**src/rtl/pipe_stage_reg.sv**
```systemverilog
// rtl/pipe_stage_reg.sv - valid/ready pipeline stage register with flush and stall counter
//
// Build option: define PIPE_STAGE_SKID_EN to add a skid entry and register in_ready.
//
// Ports:
//   clk        - clock, all state updates on the rising edge
//   rst        - synchronous active-high reset
//   flush      - discard all held entries at this edge
//   in_valid   - upstream payload valid
//   in_ready   - stage accepts in_data this cycle
//   in_data    - upstream payload
//   out_valid  - out_data holds a live entry
//   out_ready  - downstream accepts out_data this cycle
//   out_data   - registered payload
//   stall_cnt  - saturating count of edges with out_valid=1 and out_ready=0

module pipe_stage_reg #(
    parameter int               WIDTH     = 171,
    parameter logic [WIDTH-1:0] RESET_VAL = {WIDTH{1'b0}},
    parameter int               CNT_W     = 16
) (
    input  logic             clk,
    input  logic             rst,
    input  logic             flush,
    input  logic             in_valid,
    output logic             in_ready,
    input  logic [WIDTH-1:0] in_data,
    output logic             out_valid,
    input  logic             out_ready,
    output logic [WIDTH-1:0] out_data,
    output logic [CNT_W-1:0] stall_cnt
);

    logic             main_valid;
    logic [WIDTH-1:0] main_data;
    logic             main_valid_d;
    logic [WIDTH-1:0] main_data_d;
    logic             in_xfer;

    assign out_valid = main_valid;
    assign out_data  = main_data;
    assign in_xfer   = in_valid && in_ready;

`ifdef PIPE_STAGE_SKID_EN

    logic             skid_valid;
    logic [WIDTH-1:0] skid_data;
    logic             skid_valid_d;
    logic [WIDTH-1:0] skid_data_d;
    logic             ready_q;

    // in_ready comes straight from a flop: it only advertises whether the
    // skid entry is free, so out_ready never reaches it combinationally.
    assign in_ready = ready_q;

    always_comb begin
        main_valid_d = main_valid;
        main_data_d  = main_data;
        skid_valid_d = skid_valid;
        skid_data_d  = skid_data;
        if (flush) begin
            main_valid_d = 1'b0;
            main_data_d  = RESET_VAL;
            skid_valid_d = 1'b0;
        end else if (!main_valid || out_ready) begin
            // Main is empty or draining: the skid entry is older than any
            // new input, so it moves up first. in_ready is low whenever the
            // skid is full, so no input can arrive in that case.
            if (skid_valid) begin
                main_valid_d = 1'b1;
                main_data_d  = skid_data;
                skid_valid_d = 1'b0;
            end else if (in_xfer) begin
                main_valid_d = 1'b1;
                main_data_d  = in_data;
            end else begin
                main_valid_d = 1'b0;
            end
        end else if (in_xfer) begin
            // Main is held by backpressure: park the new entry behind it.
            skid_valid_d = 1'b1;
            skid_data_d  = in_data;
        end
    end

    always_ff @(posedge clk) begin
        if (rst) begin
            main_valid <= 1'b0;
            main_data  <= RESET_VAL;
            skid_valid <= 1'b0;
            skid_data  <= RESET_VAL;
            ready_q    <= 1'b1;
        end else begin
            main_valid <= main_valid_d;
            main_data  <= main_data_d;
            skid_valid <= skid_valid_d;
            skid_data  <= skid_data_d;
            ready_q    <= !skid_valid_d;
        end
    end

`else

    // Single entry: accept when empty or when the current entry leaves now.
    assign in_ready = !main_valid || out_ready;

    always_comb begin
        main_valid_d = main_valid;
        main_data_d  = main_data;
        if (flush) begin
            main_valid_d = 1'b0;
            main_data_d  = RESET_VAL;
        end else if (in_ready) begin
            // With no new input the entry just drains; its data is kept
            // so out_data holds the last value while out_valid is low.
            main_valid_d = in_valid;
            if (in_valid) begin
                main_data_d = in_data;
            end
        end
    end

    always_ff @(posedge clk) begin
        if (rst) begin
            main_valid <= 1'b0;
            main_data  <= RESET_VAL;
        end else begin
            main_valid <= main_valid_d;
            main_data  <= main_data_d;
        end
    end

`endif

    // Flush does not clear the counter; it only suppresses counting on the
    // flushing edge.
    always_ff @(posedge clk) begin
        if (rst) begin
            stall_cnt <= '0;
        end else if (main_valid && !out_ready && !flush && (stall_cnt != '1)) begin
            stall_cnt <= stall_cnt + 1'b1;
        end
    end

endmodule

```
**config.mk**
```make
export PLATFORM = sky130hd
export DESIGN_NAME = pipe_stage_reg
export DESIGN_NICKNAME = d
export VERILOG_FILES = /design/src/rtl/pipe_stage_reg.sv
export SDC_FILE = /design/constraint.sdc
export NUM_CORES = 1
export LEC_CHECK = 0
export ABC_AREA = 1
export CORE_AREA = 2 2 143 145
export DETAILED_ROUTE_END_ITERATION = 10
export DIE_AREA = 0 0 145 147
export GPL_ROUTABILITY_DRIVEN = 0
export PLACE_DENSITY = 0.77
export SKIP_CTS_REPAIR_TIMING = 1
export SYNTH_ARGS = -nofsm -noshare
export SYNTH_HDL_FRONTEND = slang
export SYNTH_SLANG_ARGS = --single-unit
```
**constraint.sdc**
```tcl
create_clock -name clk -period 2.35 [get_ports clk]
set_input_delay 0.235 -clock clk [delete_from_list [all_inputs] [get_ports clk]]
set_output_delay 0.235 -clock clk [all_outputs]
set_load 0.05 [all_outputs]
```
==> metrics.md <==
| Metric | Value |
|---|---|
| Initial cell density of the core | `34.5%` |
| Kind of critical path | `reg2out` |
| PortBufs | `364` |
| Number of antenna violations at the first check in global routing | `0` |
| IR drop worst, VDD | `0.458 mV` |
| Slew of the pin with the lowest slew margin | `650 ps` |
| Cell area after synthesis | `0.00684 mm^2` |
| Antenna viol nets, final | `0` |
| Max-cap check violation count | `0` |
| Total nets after synthesis | `1,076` |
| Clock network latency to the later pin of the worst-skew pair | `420 ps` |
| Cells along the critical path | `clkdlybuf4s50_1` |
| Yosys warns | `0` |
| Area of the die | `0.0213 mm^2` |
| CP Buf/Inv Count | `1` |
| Flip-flop and latch count after synthesis | `188` |
| Clk sinks | `188` |
| Clk root buf | `sky130_fd_sc_hd__clkbuf_16` |
| Avg Cell Area, Syn | `7.60 um^2` |
| Required arrival time at the worst endpoint | `2120 ps` |
| Via Count | `6,992` |
| Number of library cell types mapped by synthesis | `21` |
| Number of inserted diodes | `0` |
| Worst hold slack after final layout | `354 ps` |
| Fillers | `1,825` |
| Number of global-route vias before repair | `6,649` |
| Number of buffers inserted during clock tree synthesis | `17` |
| Total core area | `0.0198 mm^2` |
| Number of standard-cell rows in the floorplan | `52` |
| Sum of negative setup slack | `0 ps` |
| Pwr dens | `653 mW/mm^2` |
| Count of unresolved DRC violations after routing | `0` |
| Placed wire-length estimate after detailed placement | `15.5 mm` |
| All-layer global routing usage | `19.7%` |
| I/O pin total | `365` |
| Critical path capture point type | `output port` |
| Final nets | `1,414` |
| Largest buffer count on any clock path | `2` |
| Count of endpoints failing hold in the final timing report | `0` |
| Fin Clk Skew | `10.5 ps` |
| Vias/cell | `4.60` |
| Maximum number of pins on one net before global-route repair | `94` |
| Number of pins with negative max-slew slack in the final report | `0` |
| DRT Wirelength | `21.6 mm` |
| Max Fclk | `0.494 GHz` |
| Number of iterations in the first detailed-routing pass | `6` |
| Class of the tightest hold or removal check | `in2reg` |
| Data arrival at the endpoint of the critical path | `1790 ps` |
| Share of the yosys chip area belonging to registers | `55.1%` |
| Setup repair after global routing missed its margin | `false` |
| Remaining global-route overflow | `0` |
| Die boundary height | `147 um` |
| Status | `finished, final reports clean` |
| Die W | `145 um` |
| Final-report setup violation count | `0` |
| Dominant delay contributor by cell family on the critical path | `buffers and inverters` |
| Total number of H-tree levels | `4` |
| Biggest fanout along the worst timing path | `7` |
| Syn-to-layout area delta | `65.3%` |
| Per-cell routed wire length | `14.2 um` |
| CTS tree | `yes` |
| Max_slew headroom | `56.5%` |
| Slowest cell on the critical path | `sky130_fd_sc_hd__clkdlybuf4s50_1` |
| Drt initial violations | `208` |
| Number of instances in the synthesized netlist | `899` |
| Kind of launch point of the worst setup path | `register` |
| Clock Pin Slew Worst Setup and Hold Paths | `80 ps` |
| Final critical delay including setup and external delays | `2030 ps` |
| Fraction of final layout cells sized beyond drive strength 1 | `4.32%` |
| Post-route fraction of the period consumed by the critical path | `86.2%` |
| First-pass GRT wire length | `34.1 mm` |
| Largest stage delay, worst path | `880 ps` |
| Lkg Pwr | `4.13 nW` |
-- layout make-up --
| cell class | instances | area [um^2] | area share [%] |
|---|---|---|---|
| Multi-Input combinational cell | 639 | 2730 | 24.1 |
| Clock inverter | 14 | 155 | 1.37 |
| Sequential cell | 188 | 3760 | 33.3 |
| Tap cell | 270 | 338 | 2.99 |
| Clock buffer | 17 | 425 | 3.76 |
| Timing Repair Buffer | 376 | 3830 | 33.9 |
| Inverter | 15 | 58.8 | 0.520 |
-- flip-flops by register name (all words and copies together) (netlist names) --
| signal | flops |
|---|---|
| out_data | 171 |
| out_valid | 1 |
| stall_cnt | 16 |
-- final timing paths --
kind                                   from                    endpoint  slack (ps)  depth (start not counted)
setup / recovery  stall_cnt[6]$_SDFFE_PP0P_                stall_cnt[6]         320                          1
hold / removal                  in_data[22]   out_data[22]$_SDFFE_PP0P_         350                          3
setup reg to reg  stall_cnt[0]$_SDFFE_PP0P_  stall_cnt[11]$_SDFFE_PP0P_         610                          6
hold reg to reg   out_data[41]$_SDFFE_PP0P_   out_data[41]$_SDFFE_PP0P_         460                          2
-- synthesized netlist by cell type, drive strengths merged --
cell    number  area (um^2)
nor3         3         15.0
ha           1         12.5
clkbuf      16         60.1
inv         14         52.6
and2         1         6.26
clkinv       1         3.75
nor2        45          171
nand4        7         50.1
dfxtp      188         3760
buf         41          243
a21oi      182          911
nand3       15         95.1
o21ai        2         10.0
nand2      383         1440
-- stage by stage --
stage	std cells	setup WS (ps)	cell area, um^2	util, %	power [W]
after floorplan	899	365	6840	-	0.00402
after global placement	1488	417	10700	54.0	0.00459
after detailed placement	1488	413	10700	54.0	0.00459
after CTS	1519	327	11300	57.0	0.00746
after global routing	1519	275	11300	57.0	0.00767
final	1519	324	11300	57.0	0.00738
-- routing by layer --
layer / track usage, % / wire length (um)
met4: 8.07 / 663
met1: 22.4 / 8620
met3: 7.61 / 1890
met5: 0 / 0
met2: 33.4 / 10400
-- cells by family (layout without fill, tap and decap cells) --
kind of cell	count (synthesis)	in the layout	share of synthesized area (%)
adders and majority gates	1	1	0.183
DFF	188	188	55.1
and+or+nand+nor	454	454	26.0
buffers and inverters	72	422	5.25
AOI/OAI and AO/OA	184	184	13.5
-- cell usage in the layout, fill, tap and decap left out --
cell type | Yosys | layout
sky130_fd_sc_hd__ha_1 | 1 | 1
sky130_fd_sc_hd__nand2_1 | 381 | 379
sky130_fd_sc_hd__dfxtp_1 | 188 | 188
sky130_fd_sc_hd__buf_12 | 0 | 8
sky130_fd_sc_hd__clkinv_2 | 0 | 1
sky130_fd_sc_hd__nand2_4 | 0 | 2
sky130_fd_sc_hd__inv_8 | 0 | 4
sky130_fd_sc_hd__clkbuf_16 | 0 | 17
sky130_fd_sc_hd__nor2_1 | 44 | 44
sky130_fd_sc_hd__nand3_2 | 4 | 4
sky130_fd_sc_hd__a21oi_1 | 182 | 182
sky130_fd_sc_hd__clkinvlp_4 | 0 | 2
sky130_fd_sc_hd__nand2_2 | 2 | 2
sky130_fd_sc_hd__bufinv_16 | 0 | 1
sky130_fd_sc_hd__inv_1 | 13 | 13
sky130_fd_sc_hd__buf_4 | 10 | 4
sky130_fd_sc_hd__clkinv_8 | 0 | 1
sky130_fd_sc_hd__o21ai_0 | 2 | 2
sky130_fd_sc_hd__inv_4 | 0 | 1
sky130_fd_sc_hd__nand3_1 | 11 | 11
sky130_fd_sc_hd__nand4_1 | 6 | 6
sky130_fd_sc_hd__inv_6 | 0 | 4
sky130_fd_sc_hd__clkdlybuf4s50_1 | 0 | 364
sky130_fd_sc_hd__nor3_1 | 3 | 3
sky130_fd_sc_hd__clkinv_4 | 0 | 1
sky130_fd_sc_hd__nand4_2 | 1 | 1
sky130_fd_sc_hd__clkinv_1 | 1 | 1
sky130_fd_sc_hd__and2_1 | 1 | 1
sky130_fd_sc_hd__nor2_2 | 1 | 1
-- report_power, final --
| group | switching, W | internal (W) |
|---|---|---|
| clock | 0.00136 | 0.00151 |
| sequential | 0.0000478 | 0.00328 |
| combinational | 0.000672 | 0.000517 |
Note: power is estimated with default switching activity, not from simulation.
